### src/rtl/mul_seq_pkg.sv
// Shared types and constants for the sequential radix-4 multiply controller.
package mul_seq_pkg;

  typedef enum logic [1:0] {
    StIdle  = 2'd0,
    StRun   = 2'd1,
    StFix   = 2'd2,
    StWrite = 2'd3
  } state_e;

  localparam logic [1:0] PP_ZERO = 2'd0;
  localparam logic [1:0] PP_X1   = 2'd1;
  localparam logic [1:0] PP_X2   = 2'd2;
  localparam logic [1:0] PP_X3   = 2'd3;

  // Number of radix-4 digit cycles for a given operand width.
  function automatic int unsigned iter(input int unsigned width);
    return width / 2;
  endfunction

endpackage

### src/rtl/mul_pp_select.sv
// Shared radix-4 partial-product selector: 0, A, 2A or 3A chosen by a 2-bit multiplier digit.
module mul_pp_select
  import mul_seq_pkg::*;
#(
  parameter int unsigned WIDTH = 16
) (
  input  logic [WIDTH-1:0] a_i,
  input  logic [1:0]       digit_i,
  output logic [WIDTH+1:0] pp_o
);

  logic [WIDTH+1:0] a_ext;
  assign a_ext = {2'b00, a_i};

  always_comb begin
    pp_o = '0;
    unique case (digit_i)
      PP_ZERO: pp_o = '0;
      PP_X1:   pp_o = a_ext;
      PP_X2:   pp_o = a_ext << 1;
      PP_X3:   pp_o = a_ext + (a_ext << 1);
      default: pp_o = '0;
    endcase
  end

endmodule

### src/rtl/mul_seq_ctrl.sv
// Sequential radix-4 multiply controller: one digit per cycle, then writes both product halves.
// Define MUL_SEQ_SIGNED_EN for two's-complement operands (adds a one-cycle sign-fix state).
module mul_seq_ctrl
  import mul_seq_pkg::*;
#(
  parameter int unsigned WIDTH  = 16,
  parameter int unsigned ADDR_W = 8
) (
  input  logic              clk_i,
  input  logic              rst_i,
  input  logic              start_i,
  input  logic              abort_i,
  input  logic [WIDTH-1:0]  operand_a_i,
  input  logic [WIDTH-1:0]  operand_b_i,
  input  logic [ADDR_W-1:0] dest_i,
  output logic              busy_o,
  output logic              done_o,
  output logic              write_enable_o,
  output logic              mul_enable_o,
  output logic [ADDR_W-1:0] write_address_o,
  output logic [WIDTH-1:0]  result_lo_o,
  output logic [WIDTH-1:0]  result_hi_o
);

  localparam int unsigned ITER = iter(WIDTH);
  localparam int unsigned CntW = (ITER > 1) ? $clog2(ITER) : 1;
  localparam logic [CntW-1:0] CntLast = CntW'(ITER - 1);

  state_e              state_q, state_d;
  logic [WIDTH-1:0]    a_q, a_d;
  logic [WIDTH-1:0]    b_q, b_d;
  logic [2*WIDTH-1:0]  acc_q, acc_d;
  logic [CntW-1:0]     cnt_q, cnt_d;
  logic [ADDR_W-1:0]   dest_q, dest_d;
`ifdef MUL_SEQ_SIGNED_EN
  logic                sign_q, sign_d;
`endif

  logic [WIDTH+1:0]    pp;
  logic [WIDTH+1:0]    sum;

  logic                busy_q, done_q, we_q, me_q;
  logic [ADDR_W-1:0]   addr_q;
  logic [WIDTH-1:0]    lo_q, hi_q;

  mul_pp_select #(
    .WIDTH (WIDTH)
  ) u_pp_select (
    .a_i     (a_q),
    .digit_i (b_q[1:0]),
    .pp_o    (pp)
  );

  // Upper half plus partial product never exceeds WIDTH+2 bits.
  assign sum = {2'b00, acc_q[2*WIDTH-1:WIDTH]} + pp;

  always_comb begin
    state_d = state_q;
    a_d     = a_q;
    b_d     = b_q;
    acc_d   = acc_q;
    cnt_d   = cnt_q;
    dest_d  = dest_q;
`ifdef MUL_SEQ_SIGNED_EN
    sign_d  = sign_q;
`endif
    unique case (state_q)
      StIdle: begin
        if (start_i) begin
`ifdef MUL_SEQ_SIGNED_EN
          a_d    = operand_a_i[WIDTH-1] ? -operand_a_i : operand_a_i;
          b_d    = operand_b_i[WIDTH-1] ? -operand_b_i : operand_b_i;
          sign_d = operand_a_i[WIDTH-1] ^ operand_b_i[WIDTH-1];
`else
          a_d    = operand_a_i;
          b_d    = operand_b_i;
`endif
          dest_d  = dest_i;
          acc_d   = '0;
          cnt_d   = '0;
          state_d = StRun;
        end
      end
      StRun: begin
        if (abort_i) begin
          state_d = StIdle;
        end else begin
          acc_d = {sum, acc_q[WIDTH-1:2]};
          b_d   = {2'b00, b_q[WIDTH-1:2]};
          cnt_d = cnt_q + CntW'(1);
          if (cnt_q == CntLast) begin
`ifdef MUL_SEQ_SIGNED_EN
            state_d = StFix;
`else
            state_d = StWrite;
`endif
          end
        end
      end
      StFix: begin
`ifdef MUL_SEQ_SIGNED_EN
        if (abort_i) begin
          state_d = StIdle;
        end else begin
          if (sign_q) acc_d = -acc_q;
          state_d = StWrite;
        end
`else
        state_d = StIdle;
`endif
      end
      StWrite: state_d = StIdle;
      default: state_d = StIdle;
    endcase
  end

  always_ff @(posedge clk_i or posedge rst_i) begin
    if (rst_i) begin
      state_q <= StIdle;
      a_q     <= '0;
      b_q     <= '0;
      acc_q   <= '0;
      cnt_q   <= '0;
      dest_q  <= '0;
`ifdef MUL_SEQ_SIGNED_EN
      sign_q  <= 1'b0;
`endif
    end else begin
      state_q <= state_d;
      a_q     <= a_d;
      b_q     <= b_d;
      acc_q   <= acc_d;
      cnt_q   <= cnt_d;
      dest_q  <= dest_d;
`ifdef MUL_SEQ_SIGNED_EN
      sign_q  <= sign_d;
`endif
    end
  end

  // Outputs are registered off the current state, so they trail the FSM by one cycle.
  always_ff @(posedge clk_i or posedge rst_i) begin
    if (rst_i) begin
      busy_q <= 1'b0;
      done_q <= 1'b0;
      we_q   <= 1'b0;
      me_q   <= 1'b0;
      addr_q <= '0;
      lo_q   <= '0;
      hi_q   <= '0;
    end else begin
      busy_q <= (state_q != StIdle);
      done_q <= (state_q == StWrite);
      we_q   <= (state_q == StWrite);
      me_q   <= (state_q == StWrite);
      addr_q <= dest_q;
      if (state_q == StWrite) begin
        lo_q <= acc_q[WIDTH-1:0];
        hi_q <= acc_q[2*WIDTH-1:WIDTH];
      end
    end
  end

  assign busy_o          = busy_q;
  assign done_o          = done_q;
  assign write_enable_o  = we_q;
  assign mul_enable_o    = me_q;
  assign write_address_o = addr_q;
  assign result_lo_o     = lo_q;
  assign result_hi_o     = hi_q;

endmodule

### config.mk
export PLATFORM = sky130hd
export DESIGN_NAME = mul_seq_ctrl
export DESIGN_NICKNAME = d
export VERILOG_FILES = /design/src/rtl/mul_seq_pkg.sv /design/src/rtl/mul_pp_select.sv /design/src/rtl/mul_seq_ctrl.sv
export SDC_FILE = /design/constraint.sdc
export NUM_CORES = 1
export LEC_CHECK = 0
export BUFFER_PORTS_ARGS = -buffer_cell sky130_fd_sc_hd__buf_2
export CAP_MARGIN = 25
export CORE_MARGIN = 3
export CORE_UTILIZATION = 58
export CTS_CLUSTER_DIAMETER = 150
export DETAILED_ROUTE_END_ITERATION = 10
export PLACE_DENSITY = 0.89
export SYNTH_ARGS = -nofsm -noshare
export SYNTH_HDL_FRONTEND = slang
export SYNTH_HIERARCHICAL = 1
export SYNTH_SLANG_ARGS = --single-unit
### constraint.sdc
create_clock -name clk_i -period 5.2 [get_ports clk_i]
set_clock_uncertainty 0.2 [all_clocks]
set_input_delay 0.52 -clock clk_i [delete_from_list [all_inputs] [get_ports clk_i]]
set_output_delay 0.52 -clock clk_i [all_outputs]
set_load 0.01 [all_outputs]
==> results.sh, run 1 <==
export IMPL_post_cts_resized=0
export IMPL_numCtsBuffers=17
export IMPL_syn_area_per_cell_um2=11.3
export IMPL_async_flop_share_pct=100
export IMPL_fin_crit_sh_pct=83.4
export IMPL_power_switching_mw=1.47
export IMPL_report_power_total_mw=3.95
export IMPL_cpMaxStageDelayCell="dfrtp_1"
export IMPL_comb_power_share_pct=38.4
export IMPL_start_util_pct=60.1
export IMPL_fmax_ghz=0.231
export IMPL_cts_tree="built"
export IMPL_path_clk_slew_ns=0.06
export IMPL_hold_violations=25
export IMPL_critPathRequiredTime_ns=5.38
export IMPL_status="complete, but fails checks"
export IMPL_fp_dieW_um=110
export IMPL_dp_slack_ns=1.00
export IMPL_antenna_found_initial=0
export IMPL_final_layout_size_suffix_gt1_share_pct=32.0
export IMPL_final_common_cell="dfrtp_1"
export IMPL_arrival_ns=4.52
export IMPL_multi_input_area_um2=3080
export IMPL_cpLargestDelayFamily="compound AO/OA/AOI/OAI gates"
export IMPL_die_h_um=110
export IMPL_hold_path_class="in2async"
export IMPL_path_buf_inv=0
export IMPL_root_buffer="clkbuf_8"
export IMPL_synth_area_um2=6230
export IMPL_setup_viol_count_final=0
export IMPL_drtIter0Drc=322
export IMPL_p_sw_share_pct=37.3
export IMPL_grt_use_total_pct=23.6
export IMPL_slowest_delay_ns=0.44
export IMPL_clock_sinks=119
export IMPL_drtAntennaViolNets=0
export IMPL_p_seq_share_pct=32.2
export IMPL_syn2layout_area_growth_pct=18.3
export IMPL_nets=718
export IMPL_max_slew_worst_pin_slew_ns=1.03
export IMPL_rows=37
export IMPL_drt_pass1_iterations=6
export IMPL_synth_edff_count=0
export IMPL_diodes=0
export IMPL_drc_errors=0
export IMPL_synth_cell_type_count=62
export IMPL_relSlewSlack_pct=31.1
export IMPL_place_port_buffers=87
export IMPL_p_per_area_nw_per_um2=536
export IMPL_vias_per_cell=6.01
export IMPL_wirelength_um=13500
export IMPL_cts_buffer_depth=2
export IMPL_final_core_util_pct=71.1
export IMPL_crit_fanout=6
export IMPL_worst_slack_ns=0.863
export IMPL_hpwl_um=9240
export IMPL_grt_pass1_wl_um=22200
export IMPL_hold_buffers=0
export IMPL_hold_ws_ns=-0.0198
export IMPL_startpoint_type="register"
export IMPL_fill_cells=747
export IMPL_ys_warn_count=6
export IMPL_violations="hold timing"
export IMPL_grt_max_degree=77
export IMPL_end_kind="register"
export IMPL_internal_power_mw=2.48
export IMPL_tns_ns=0
export IMPL_wl_per_cell_um=17.2
export IMPL_gp_congestion=1.02
export IMPL_synth_top_flop_cell="dfrtp_1"
export IMPL_final_cell_mix="119 x dfrtp_1, 87 x buf_2, 60 x mux2_2"
export IMPL_grt_pass1_vias=4697
export IMPL_io_pins=88
export IMPL_p_clk_share_pct=29.5
export IMPL_syn_nets=633
export IMPL_gr_total_overflow=0
export IMPL_path_class="reg2reg"
export IMPL_period_needed_ns=4.34
export IMPL_yosysSeqAreaShare_pct=47.8
export IMPL_p_leak_nw=3.67
export IMPL_yosys_register_bits=119
export IMPL_vias=4732
export IMPL_cp_cell_sequence="ha_1, a21o_1, a211oi_4, o21bai_2, a31oi_1, xnor2_1, mux2_2, a22o_1, ha_1, a21oi_1, o21ai_0, a21oi_1, a21boi_1, a221oi_1, xor2_1, o21ai_1"
export IMPL_maxCapViolCount=0
export IMPL_post_cts_buffers=0
export IMPL_coreArea_um2=10400
export IMPL_drv_slew=0
export IMPL_htreeDepth=4
export IMPL_synthCells=553
export IMPL_die_area_um2=12000
export IMPL_insertion_delay_ns=0.53
export IMPL_max_vdd_ir_drop_v=0.000351
export IMPL_ff_latch_area_um2=2980
export IMPL_rsz0062_at_grt="false"
-- metrics by stage --
step	instances	instance area, um2
after detailed placement	755	6780
after global routing	787	7370
after floorplan	553	6230
after CTS	787	7370
after global placement	755	6780
final	787	7370
-- cells by family after synthesis --
logic type	after synthesis	share of synthesized area [%]
muxes	75	13.3
DFF	119	47.8
xor gates and xnor gates	21	2.95
adders and majority gates	36	7.47
and+or+nand+nor	108	8.48
AOI/OAI and AO/OA	151	17.1
buffers and inverters	43	2.93
-- registers in the layout (all words and copies together) (netlist names) --
register         cells
b_q                 16
acc_q               32
write_address_o      8
mul_enable_o         1
dest_q               8
busy_o               1
result_lo_o         16
a_q                 16
result_hi_o         16
cnt_q                3
state_q              2
-- final timing paths --
| kind | startpoint | to | slack [ns] | cells after the start |
|---|---|---|---|---|
| max reg2reg | a_q[1]$_DFFE_PP0P_ | acc_q[29]$_DFFE_PP0P_ | 0.86 | 16 |
| max | a_q[1]$_DFFE_PP0P_ | acc_q[29]$_DFFE_PP0P_ | 0.86 | 16 |
| min reg2reg | dest_q[6]$_DFFE_PP0P_ | write_address_o[6]$_DFF_PP0_ | 0.17 | 0 |
| min | rst_i | acc_q[0]$_DFFE_PP0P_ | -0.02 | 2 |
| min in group clk_i | operand_b_i[15] | b_q[15]$_DFFE_PP0P_ | 0.02 | 2 |
| max in group asynchronous | rst_i | a_q[5]$_DFFE_PP0P_ | 3.74 | 3 |
-- layout make-up --
| type | instances | area share, % |
|---|---|---|
| Multi-Input combinational cell | 391 | 41.8 |
| Sequential cell | 119 | 40.4 |
| Timing Repair Buffer | 94 | 6.62 |
| Clock buffer | 18 | 5.81 |
| Tap cell | 136 | 2.31 |
| Clock inverter | 14 | 2.24 |
| Inverter | 15 | 0.798 |
-- layer usage --
layer	vias up	GRT usage (%)	wire [um]
li1	2190	-	-
met1	2333	29.6	5740
met2	172	39.4	6760
met3	37	4.99	722
met4	0	10.9	318
met5	-	0	0
-- worst register-to-register path: cells and delay by family (launching register included) --
kind / cells / cell delay (ns)
xor+xnor: 2 / 0.28
flops: 1 / 0.44
compound gates: 11 / 2.34
fa+ha+maj: 2 / 0.66
mux: 1 / 0.27
-- synthesized netlist by cell type (4+ instances only) --
master | number | area (um2)
a21o_1 | 13 | 97.6
a21oi_1 | 21 | 105
a22o_1 | 27 | 236
a22oi_1 | 5 | 37.5
a31oi_1 | 4 | 25.0
and2_1 | 4 | 25.0
buf_1 | 6 | 22.5
buf_2 | 5 | 25.0
clkbuf_1 | 14 | 52.6
dfrtp_1 | 119 | 2980
ha_1 | 34 | 425
inv_1 | 14 | 52.6
mux2_2 | 60 | 676
mux2i_1 | 15 | 150
nand2_1 | 48 | 180
nand2b_1 | 4 | 25.0
nand3_1 | 4 | 20.0
nand4_1 | 6 | 37.5
nor2_1 | 16 | 60.1
nor2b_1 | 5 | 31.3
nor3_1 | 8 | 40.0
o21a_1 | 5 | 37.5
o21ai_0 | 18 | 90.1
o21ai_1 | 31 | 155
xnor2_1 | 10 | 87.6
xor2_1 | 11 | 96.3
-- power by group through the flow --
stage | logic, mW | registers [mW] | clock network (mW)
final | 1.52 | 1.27 | 1.16
after global routing | 1.67 | 1.30 | 1.21
after CTS | 1.49 | 1.27 | 1.18
after detailed placement | 1.47 | 1.28 | 0
after global placement | 1.38 | 1.27 | 0
after floorplan | 1.18 | 1.24 | 0
Note: power is estimated with default switching activity, not from simulation.
==> run 2, diff against run 1 <==
--- a/config.mk
+++ b/config.mk
@@ -5,13 +5,14 @@
 export SDC_FILE = /design/constraint.sdc
 export NUM_CORES = 1
 export LEC_CHECK = 0
+export ABC_AREA = 1
 export BUFFER_PORTS_ARGS = -buffer_cell sky130_fd_sc_hd__buf_2
 export CAP_MARGIN = 25
 export CORE_MARGIN = 3
-export CORE_UTILIZATION = 58
+export CORE_UTILIZATION = 53
 export CTS_CLUSTER_DIAMETER = 150
 export DETAILED_ROUTE_END_ITERATION = 10
-export PLACE_DENSITY = 0.89
+export PLACE_DENSITY = 0.85
 export SYNTH_ARGS = -nofsm -noshare
 export SYNTH_HDL_FRONTEND = slang
 export SYNTH_HIERARCHICAL = 1
==> constraint.sdc (replaced) <==
create_clock -name clk_i -period 3.54 [get_ports clk_i]
set_clock_uncertainty 0.2 [all_clocks]
set_input_delay 0.354 -clock clk_i [delete_from_list [all_inputs] [get_ports clk_i]]
set_output_delay 0.354 -clock clk_i [all_outputs]
set_load 0.01 [all_outputs]
==> results.sh, run 2 <==
export IMPL_fin_crit_sh_pct=91.0
export IMPL_tns_ns=0
export IMPL_relSlewSlack_pct=42.7
export IMPL_critPathRequiredTime_ns=3.65
export IMPL_top_register="acc_q"
export IMPL_p_seq_share_pct=30.7
export IMPL_dp_cells=1110
export IMPL_async_flop_share_pct=100
export IMPL_nets=1073
export IMPL_drtIter0Drc=476
export IMPL_numCtsBuffers=17
export IMPL_vias=5993
export IMPL_synth_cell_type_count=42
export IMPL_drt_pass1_iterations=5
export IMPL_yosys_area_top_type="dfrtp_1"
export IMPL_final_layout_size_suffix_gt1_share_pct=16.1
export IMPL_fin_cells=1174
export IMPL_start_util_pct=54.9
export IMPL_drv_slew=0
export IMPL_synth_edff_count=0
export IMPL_synthTopCellsByCount="333 x nand2_1, 119 x dfrtp_1, 103 x inv_1"
export IMPL_syn_nets=956
export IMPL_die_area_um2=14000
export IMPL_gp_congestion=0.947
export IMPL_grt_busiest_layer="met2"
export IMPL_rsz0062_at_grt="false"
export IMPL_hold_path_class="in2reg"
export IMPL_htreeDepth=4
export IMPL_p_sw_share_pct=40.7
export IMPL_power_switching_mw=2.40
export IMPL_final_cell_mix="333 x nand2_1, 119 x dfrtp_1, 102 x inv_1"
export IMPL_grt_max_degree=63
export IMPL_drc_errors=0
export IMPL_syn2layout_area_growth_pct=22.0
export IMPL_fmax_ghz=0.310
export IMPL_clock_sinks=119
export IMPL_r2r_slack_ns=0.32
export IMPL_root_buffer="clkbuf_16"
export IMPL_wirelength_um=16500
export IMPL_post_cts_buffers=0
export IMPL_cts_tree="built"
export IMPL_drtAntennaViolNets=0
export IMPL_largest_reg_flops=32
export IMPL_p_clk_share_pct=30.3
export IMPL_yosysTopAreaCellShare_pct=44.6
export IMPL_synth_area_top_cells="dfrtp_1 45%, nand2_1 19%, ha_1 6.4%"
export IMPL_syn_area_per_cell_um2=7.62
export IMPL_period_needed_ns=3.22
export IMPL_hold_violations=0
export IMPL_status="completed"
export IMPL_path_class="reg2reg"
export IMPL_setup_viol_count_final=0
export IMPL_arrival_ns=3.33
export IMPL_startpoint_type="register"
export IMPL_use_met1_pct=31.5
export IMPL_grt_pass1_wl_um=27700
export IMPL_diodes=0
export IMPL_grt_pass1_vias=5805
export IMPL_antenna_found_initial=0
export IMPL_p_per_area_nw_per_um2=723
export IMPL_synth_area_um2=6670
export IMPL_hold_buffers=32
export IMPL_cts_buffer_depth=2
export IMPL_die_h_um=118
export IMPL_coreArea_um2=12200
export IMPL_crit_fanout=6
export IMPL_yosysMostFrequentCell="nand2_1"
export IMPL_path_clk_slew_ns=0.06
export IMPL_io_pins=88
export IMPL_rows=40
export IMPL_hpwl_um=10700
export IMPL_wl_per_cell_um=14.0
export IMPL_comb_power_share_pct=38.9
export IMPL_place_port_buffers=87
export IMPL_ys_warn_count=6
export IMPL_synth_top_flop_cell="dfrtp_1"
export IMPL_hold_ws_ns=0.00560
export IMPL_end_kind="register"
export IMPL_insertion_delay_ns=0.42
export IMPL_yosys_register_bits=119
export IMPL_maxCapViolCount=0
export IMPL_synthCells=876
export IMPL_vias_per_cell=5.10
export IMPL_grt_use_total_pct=24.3
export IMPL_use_met2_pct=41.7
export IMPL_use_met3_pct=4.69
export IMPL_max_slew_worst_pin_slew_ns=0.858
export IMPL_p_leak_nw=4.43
export IMPL_max_vdd_ir_drop_v=0.000437
export IMPL_gr_total_overflow=0
export IMPL_internal_power_mw=3.49
export IMPL_post_cts_resized=0
export IMPL_fp_dieW_um=118
export IMPL_yosysSeqAreaShare_pct=44.6
export IMPL_final_common_cell="nand2_1"
## run 2: cell types whose count changed after synthesis, moves of 25 or more
cell	delta
nand2_1	+285
nand3_1	+35
inv_1	+89
a22o_1	-25
mux2_2	-60
nor2_1	+31
## run 2: metal layers
metal | vias up | routed length, um
met5 | - | 0
met4 | 0 | 229
met3 | 22 | 747
met2 | 149 | 8160
met1 | 2786 | 7350
li1 | 3036 | -
## run 2: worst max-delay path, stage by stage (launching register included)
cell	delay (ns)
dfrtp_1	0.44
ha_1	0.38
or2_4	0.27
nand3_2	0.08
nand2_2	0.07
or2_0	0.20
nand3_1	0.07
nand3_1	0.12
ha_1	0.40
nand2_1	0.13
nor2_1	0.21
nand3_1	0.11
nand3_1	0.13
nand2_1	0.09
nand2_1	0.06
nand2_1	0.04
nand3_1	0.06
nand2_1	0.05
## run 2: final timing paths
path,start,endpoint,cells past startpoint
max,a_q[2]$_DFFE_PP0P_,acc_q[31]$_DFFE_PP0P_,17
min,operand_b_i[10],b_q[10]$_DFFE_PP0P_,3
max reg2reg,a_q[2]$_DFFE_PP0P_,acc_q[31]$_DFFE_PP0P_,17
min reg2reg,dest_q[4]$_DFFE_PP0P_,write_address_o[4]$_DFF_PP0_,0
max in group asynchronous,rst_i,result_hi_o[9]$_DFFE_PP0P_,4
min in group asynchronous,rst_i,b_q[4]$_DFFE_PP0P_,3
## run 2: cell families (layout without fill, tap and decap cells)
group | after synthesis | in the layout | share of synthesized area (%)
AO/OA/AOI/OAI | 121 | 121 | 10.4
XOR/XNOR | 1 | 1 | 0.131
adder cells (fa/ha/maj) | 36 | 36 | 6.98
buffers and inverters | 138 | 268 | 8.65
flip-flops | 119 | 119 | 44.6
AND/OR/NAND/NOR | 461 | 461 | 29.2
## run 2: final cells by class
class	instances	area, um2
fillers	1010	4020
multi-input cells	619	3120
flip-flops and latches	119	2980
repair buffers	122	791
inverters	114	439
clock buffers	17	425
well taps	168	210
clock inverters	15	181
## run 2: metrics by stage
step                      utilization [%]  worst slack (ns)  instance area [um2]  total power [mW]
after global placement               59.3             0.420                 7210              3.96
after global routing                 66.9            0.0687                 8140              6.31
after floorplan                         -             0.735                 6680              3.51
after CTS                            66.9             0.321                 8140              5.86
after detailed placement             59.3             0.329                 7210              4.02
final                                66.9             0.317                 8140              5.89
## run 2: power groups by stage
| stage | logic (mW) | registers (mW) | clock network [mW] |
|---|---|---|---|
| 4_1_cts | 2.26 | 1.80 | 1.80 |
| 5_1_grt | 2.61 | 1.84 | 1.86 |
| 2_1_floorplan | 1.73 | 1.78 | 0 |
| 3_5_place_dp | 2.19 | 1.82 | 0 |
| 6_report | 2.29 | 1.81 | 1.79 |
| 3_3_place_gp | 2.15 | 1.81 | 0 |
